`src/rtl/serial_adder_n_bit.sv`:
```
// serial_adder_n_bit: multi-cycle adder, DIGIT bits per clock through a full-adder chain with registered carry.
// Optional subtract mode (B inverted, carry-in forced to 1) enabled by defining SERIAL_ADDER_SUB_EN.
module serial_adder_n_bit #(
    parameter int WIDTH = 8,
    parameter int DIGIT = 1
) (
    input  logic             i_CLK,
    input  logic             i_RST,
    input  logic             i_VALID,
    output logic             o_READY,
    input  logic [WIDTH-1:0] i_INPUT_A,
    input  logic [WIDTH-1:0] i_INPUT_B,
    input  logic             i_LOWER_CARRY,
`ifdef SERIAL_ADDER_SUB_EN
    input  logic             i_SUB,
`endif
    output logic [WIDTH-1:0] o_FULL_SUM,
    output logic             o_FULL_CARRY,
    output logic             o_OVF,
    output logic             o_DONE
);
    localparam int N = WIDTH / DIGIT;
    localparam int CW = N > 1 ? $clog2(N) : 1;
    localparam logic [1:0] S_IDLE = 2'd0, S_RUN = 2'd1, S_DONE = 2'd2;

    logic [1:0]       state_q, state_d;
    logic [CW-1:0]    cnt_q, cnt_d;
    logic [WIDTH-1:0] a_q, a_d, b_q, b_d, acc_q, acc_d, sum_q, sum_d, acc_nxt, b_sel;
    logic             carry_q, carry_d, fcarry_q, fcarry_d, ovf_q, ovf_d, cin_sel, last;
    logic [DIGIT:0]   c;
    logic [DIGIT-1:0] s;

    assign c[0] = carry_q;
    for (genvar g = 0; g < DIGIT; g++) begin : g_fa
        assign s[g]   = a_q[g] ^ b_q[g] ^ c[g];
        assign c[g+1] = (a_q[g] & b_q[g]) | (c[g] & (a_q[g] ^ b_q[g]));
    end

    // New digit enters at the top; after N steps the first digit has reached bit 0.
    if (DIGIT == WIDTH) begin : g_full
        assign acc_nxt = s;
    end else begin : g_part
        assign acc_nxt = {s, acc_q[WIDTH-1:DIGIT]};
    end

`ifdef SERIAL_ADDER_SUB_EN
    assign b_sel   = i_SUB ? ~i_INPUT_B : i_INPUT_B;
    assign cin_sel = i_SUB ? 1'b1 : i_LOWER_CARRY;
`else
    assign b_sel   = i_INPUT_B;
    assign cin_sel = i_LOWER_CARRY;
`endif

    assign last = (state_q == S_RUN) && (cnt_q == CW'(N - 1));

    always_comb begin
        state_d  = state_q;
        cnt_d    = cnt_q;
        a_d      = a_q;
        b_d      = b_q;
        acc_d    = acc_q;
        carry_d  = carry_q;
        sum_d    = sum_q;
        fcarry_d = fcarry_q;
        ovf_d    = ovf_q;
        if (state_q == S_IDLE && i_VALID) begin
            a_d     = i_INPUT_A;
            b_d     = b_sel;
            carry_d = cin_sel;
            cnt_d   = '0;
            state_d = S_RUN;
        end else if (state_q == S_RUN) begin
            a_d     = a_q >> DIGIT;
            b_d     = b_q >> DIGIT;
            acc_d   = acc_nxt;
            carry_d = c[DIGIT];
            cnt_d   = cnt_q + 1'b1;
            if (last) begin
                state_d  = S_DONE;
                sum_d    = acc_nxt;
                fcarry_d = c[DIGIT];
                ovf_d    = c[DIGIT] ^ c[DIGIT-1];
            end
        end else if (state_q == S_DONE) begin
            state_d = S_IDLE;
        end
    end

    always_ff @(posedge i_CLK or posedge i_RST) begin
        if (i_RST) begin
            state_q  <= S_IDLE;
            cnt_q    <= '0;
            a_q      <= '0;
            b_q      <= '0;
            acc_q    <= '0;
            carry_q  <= 1'b0;
            sum_q    <= '0;
            fcarry_q <= 1'b0;
            ovf_q    <= 1'b0;
        end else begin
            state_q  <= state_d;
            cnt_q    <= cnt_d;
            a_q      <= a_d;
            b_q      <= b_d;
            acc_q    <= acc_d;
            carry_q  <= carry_d;
            sum_q    <= sum_d;
            fcarry_q <= fcarry_d;
            ovf_q    <= ovf_d;
        end
    end

    assign o_READY      = state_q == S_IDLE;
    assign o_DONE       = state_q == S_DONE;
    assign o_FULL_SUM   = sum_q;
    assign o_FULL_CARRY = fcarry_q;
    assign o_OVF        = ovf_q;
endmodule

```
`config.mk`:
```
export PLATFORM = sky130hd
export DESIGN_NAME = serial_adder_n_bit
export DESIGN_NICKNAME = d
export VERILOG_FILES = /design/src/rtl/serial_adder_n_bit.sv
export SDC_FILE = /design/constraint.sdc
export NUM_CORES = 1
export LEC_CHECK = 0
export CAP_MARGIN = 10
export CORE_MARGIN = 4
export CORE_UTILIZATION = 60
export CTS_BUF_LIST = sky130_fd_sc_hd__clkbuf_8
export DETAILED_ROUTE_END_ITERATION = 12
export DONT_BUFFER_PORTS = 1
export GPL_TIMING_DRIVEN = 0
export PLACE_DENSITY = 0.76
export RECOVER_POWER = 50
export SYNTH_ARGS = -nofsm -noshare
export SYNTH_HDL_FRONTEND = slang
export SYNTH_SLANG_ARGS = --single-unit
```
`constraint.sdc`:
```
create_clock -name i_CLK -period 4.4 [get_ports i_CLK]
set_input_delay 0.88 -clock i_CLK [delete_from_list [all_inputs] [get_ports i_CLK]]
set_output_delay 0.88 -clock i_CLK [all_outputs]
set_load 0.005 [all_outputs]
```
# --- Word-level counts from Yosys, hierarchy flattened ---
# Index checks and enable logic that the tools add are counted.
totals:
  output_inout_bits: 12
  in_bits: 20
  word_cells: 41
  reg_bits: 40
op_classes:
  mux: 12
  n_reduce_logical: 8
  addsub: 1
  n_eq_ne: 4
  n_bitwise: 7
op_table:
  columns: ["cell", "n"]
  rows:
  - ["2-to-1 mux 8 bit", 4]
  - ["2-to-1 mux 2 bit", 4]
  - ["2-to-1 mux 3 bit", 2]
  - ["AND reduction 2 bit", 2]
  - ["adder 3 x 1 -> 3 bit (second input constant)", 1]
  - ["equality test 3 bit (second input constant)", 1]
  - ["!= test 3 bit (second input constant)", 1]
  - ["AND reduction 3 bit", 1]
  - ["nonzero test 3 bit", 1]
  - ["bitwise XOR 1 bit", 3]
  - ["bitwise AND 1 bit", 2]
  - ["equality test 2 x 1 -> 1 bit (second input constant)", 1]
  - ["equality test 2 bit (second input constant)", 1]
  - ["logical AND 1 bit", 2]
  - ["logical NOT 2 bit", 1]
  - ["2-to-1 mux 1 bit", 2]
  - ["nonzero test 2 bit", 1]
  - ["NOT 1 bit", 1]
  - ["OR 1 bit", 1]

# --- Depth between registers and ports, before layout ---
depth:
  ltp_word: 5
  depth_mapped: 5

# --- Worst setup path before layout ---
# No wires, ideal clock.
synth_timing:
  kind: "register to output"
  from: "reg state_q[0]"
  to: "out o_DONE"
  n_path_buf: 2
  setup_slack_ns: 2.725
  stages_incl_launch_ff: 4
  t_arrival_ns: 0.795
  path_cell_list: "dfrtp_1 -> buf_6 -> buf_2 -> nor2b_1"
synth_between:
  elab_chain_len: 1
synth_lines:
  columns: ["element", "line_no", "source"]
  rows:
  - ["start, declared", "26", "logic [1:0] state_q, state_d;"]
  - ["start signal, assigned", "101", "state_q <= state_d;"]
  - ["equality test 2 bit", "114", "assign o_DONE = state_q == S_DONE;"]
  - ["end, declared", "20", "output logic o_DONE"]
# Every way passes these cells.

# --- Worst setup path after layout ---
# Same ends and word-level chain as after synthesis.

==> impl_metrics.csv <==
group,metric,value,unit
critical_path,critPathKind,"reg2out",
logic_synthesis,synthArstFlopShare,100.0,%
logic_synthesis,synth_largest_area_cell,"dfrtp_1",
die,die_x,65.57,um
global_routing,use_met1,26.11,%
detailed_routing,first_pass_iters,4,
hold_path,holdCritPathClass,"in2async",
critical_path,critPathLaunchType,"flop",
logic_synthesis,ys_ff_latch,39,
logic_synthesis,ys_warn_count,0,
critical_path,reg2regPathDepth,4,
timing,tightest_slew,1279,ps
timing,clock_skew,6.064,ps
global_routing,grt.met2_usage,31.48,%
clocking,cts-resized-gates,0,
detailed_routing,drc_errors,0,
cells_and_area,final_util,69.40,%
clocking,clock-sinks,39,
timing,timing.final.crit_share,54.44,%
timing,setup_violations,0,
clocking,numCtsBuffers,5,
timing,finalMaxSlewViolations,0,
logic_synthesis,netlist.area_leader.share,49.09,%
clocking,cts_hold_buf,0,
job,maxCapViolations,0,
global_routing,grt_use_met3,5.812,%
detailed_routing,wirelength,3.674,mm
global_routing,grt_pass1_wl,6.327,mm
timing,finalSetupTns,0,ps
timing,final_hold_viol_count,0,
die,rows,20,
timing,fmax,417.5,MHz
global_routing,grt_pass1_vias,1269,
die,start_util,64.07,%
clocking,worstSkewPairLatency,290,ps
logic_synthesis,synth_area,0.001988,sq mm
cells_and_area,drive_gt1_share,31.85,%
logic_synthesis,avgSynthCellArea,13.52,sq um
clocking,cts_root_buffer,"clkbuf_8",
critical_path,critPathMaxFanout,10,
logic_synthesis,mappedNetlistNets,170,
critical_path,worstPathRequired,3520,ps
clocking,cts_tree,"done",
cells_and_area,n_fill_cell,234,
place,gp_congestion,0.7636,
power,leakagePower,0.0009403,uW
logic_synthesis,synth_most_common_cell,"dfrtp_1",
power,vdd_ir_drop_max,0.4998,mV
logic_synthesis,ys_types,22,
clocking,cts_buffer_depth,2,
critical_path,cp-end-kind,"output pin",
logic_synthesis,yosysSeqAreaShare,49.09,%
logic_synthesis,synthTopCellsByCount,"dfrtp_1, inv_1, nor2_1",
timing,fin_crit,2395,ps
global_routing,globalRouteOverflowTotal,0,
cells_and_area,seq_area,975.9,sq um
timing,slew-limit-headroom,14.73,%
logic_synthesis,yosys-top-cells-area,"dfrtp_1, a221oi_2, mux2_4, nor4b_2, mux2_1",
detailed_routing,vias,1200,
outcome,status,"finished clean",
global_routing,antenna_found_initial,0,
clocking,clkTransAtPathRegs,80,ps
detailed_routing,via_per_inst,5.970,
global_routing,grt.busiest_layer,"met2",
cells_and_area,nNetsFinal,179,
die,io_pins,32,
cells_and_area,area_delta_synth_final,8.307,%
cells_and_area,antenna_cells,0,
cells_and_area,multi_input_area,849.6,sq um
detailed_routing,routedWlPerCell,18.28,um
logic_synthesis,synth_cells,147,
place,numPortBuffers,0,
global_routing,grt_max_degree,25,
logic_synthesis,synth-main-ff-cell,"dfrtp_1",
timing,rsz0062_at_grt,"false",
detailed_routing,drt.antenna.violating_nets,0,
logic_synthesis,synth_edf_count,0,
global_routing,grt.total_usage,19.71,%
critical_path,worstPathArrival,1520,ps
die,die_area,0.004299,sq mm
clocking,htree_num_levels,2,
place,hpwl,2.651,mm
die,chipHeight,65.57,um
clocking,cts_setup_buffers,0,
detailed_routing,dr.first_iter.drc_count,48,
power,powerDensity,791.0,mW/mm^2
die,core_area,0.003103,sq mm
==> registers in the layout, indices dropped and copies added, names as in the netlist, 2 cells and up <==
| signal | cells |
|---|---|
| a_q | 8 |
| b_q | 8 |
| o_FULL_SUM | 8 |
| acc_q | 7 |
| cnt_q | 3 |
| state_q | 2 |
==> critical path, cell delays in order, from the launching register on <==
cell,delay [ps]
dfrtp_1,330
clkbuf_1,450
buf_2,350
nor2b_1,100
==> layer usage <==
metal  routed length, um  vias to the layer above
li1                    -                      554
met1                1658                      610
met2                1787                       31
met3                 186                        5
met4                  43                        0
met5                   0                        -
==> cell usage in the layout (no fill, tap or decap) <==
master / instances
xor2_1: 1
clkbuf_1: 4
a211oi_1: 3
a221oi_2: 12
a22o_1: 2
nor2_1: 13
mux2_4: 9
fa_1: 1
mux2_1: 8
mux2_2: 1
o21a_1: 2
nor4b_1: 8
ha_1: 2
a32o_1: 2
buf_6: 4
bufinv_16: 1
nand3b_4: 1
inv_1: 16
o21bai_4: 1
nor3b_1: 3
buf_2: 7
dfrtp_1: 39
clkbuf_8: 6
nor2b_1: 3
clkinv_2: 1
nor4b_2: 7
==> cell families (layout without fill, tap and decap cells) <==
logic type               Yosys count  count (layout)  share of synthesized area, %
adder cells (fa/ha/maj)            3               3                         2.265
flip-flops                        39              39                         49.09
AO/OA/AOI/OAI                     22              22                         13.78
AND/OR/NAND/NOR                   35              35                         14.35
XOR/XNOR                           1               1                        0.4406
buffers and inverters             29              39                         8.181
multiplexers                      18              18                         11.89
==> stage by stage <==
stage / cell area (sq um) / power (uW) / setup slack (ps) / instances / hold WS (ps)
after detailed placement: 2086 / 1431 / 2606 / 193 / 483.8
after CTS: 2203 / 1745 / 2284 / 201 / 346.4
final: 2153 / 1703 / 2005 / 201 / 316.4
after global routing: 2153 / 1824 / 1756 / 201 / 304.5
after floorplan: 1988 / 1272 / 2631 / 147 / 458.3
after global placement: 2043 / 1379 / 2294 / 191 / 470.5
==> power by group <==
part / leakage (uW) / internal [uW] / switching, uW
clock: 0.0000612 / 183 / 121
combinational: 0.000425 / 372 / 376
sequential: 0.000454 / 537 / 114
total: 0.000940 / 1090 / 611
==> cell type report <==
cell class / instances / share of cell area [%]
clock inverter: 2 / 1.627
multi-input combinational: 79 / 39.45
sequential: 39 / 45.32
buffer: 13 / 4.067
clock buffer: 6 / 3.835
inverter: 16 / 2.789
tap: 44 / 2.557
timing repair buffer: 2 / 0.3486
==> final timing paths <==
| path | slack [ps] | end | from |
|---|---|---|---|
| max | 2000 | o_DONE | state_q[0] |
| min in group i_CLK | 500 | acc_q[1] | acc_q[1] |
| min reg2reg | 500 | acc_q[1] | acc_q[1] |
| max reg2reg | 2750 | cnt_q[0] | state_q[0] |
| min | 320 | b_q[5] | i_RST |
| max in group asynchronous | 2170 | o_FULL_SUM[4] | i_RST |
Power figures use the tool's default switching activity.
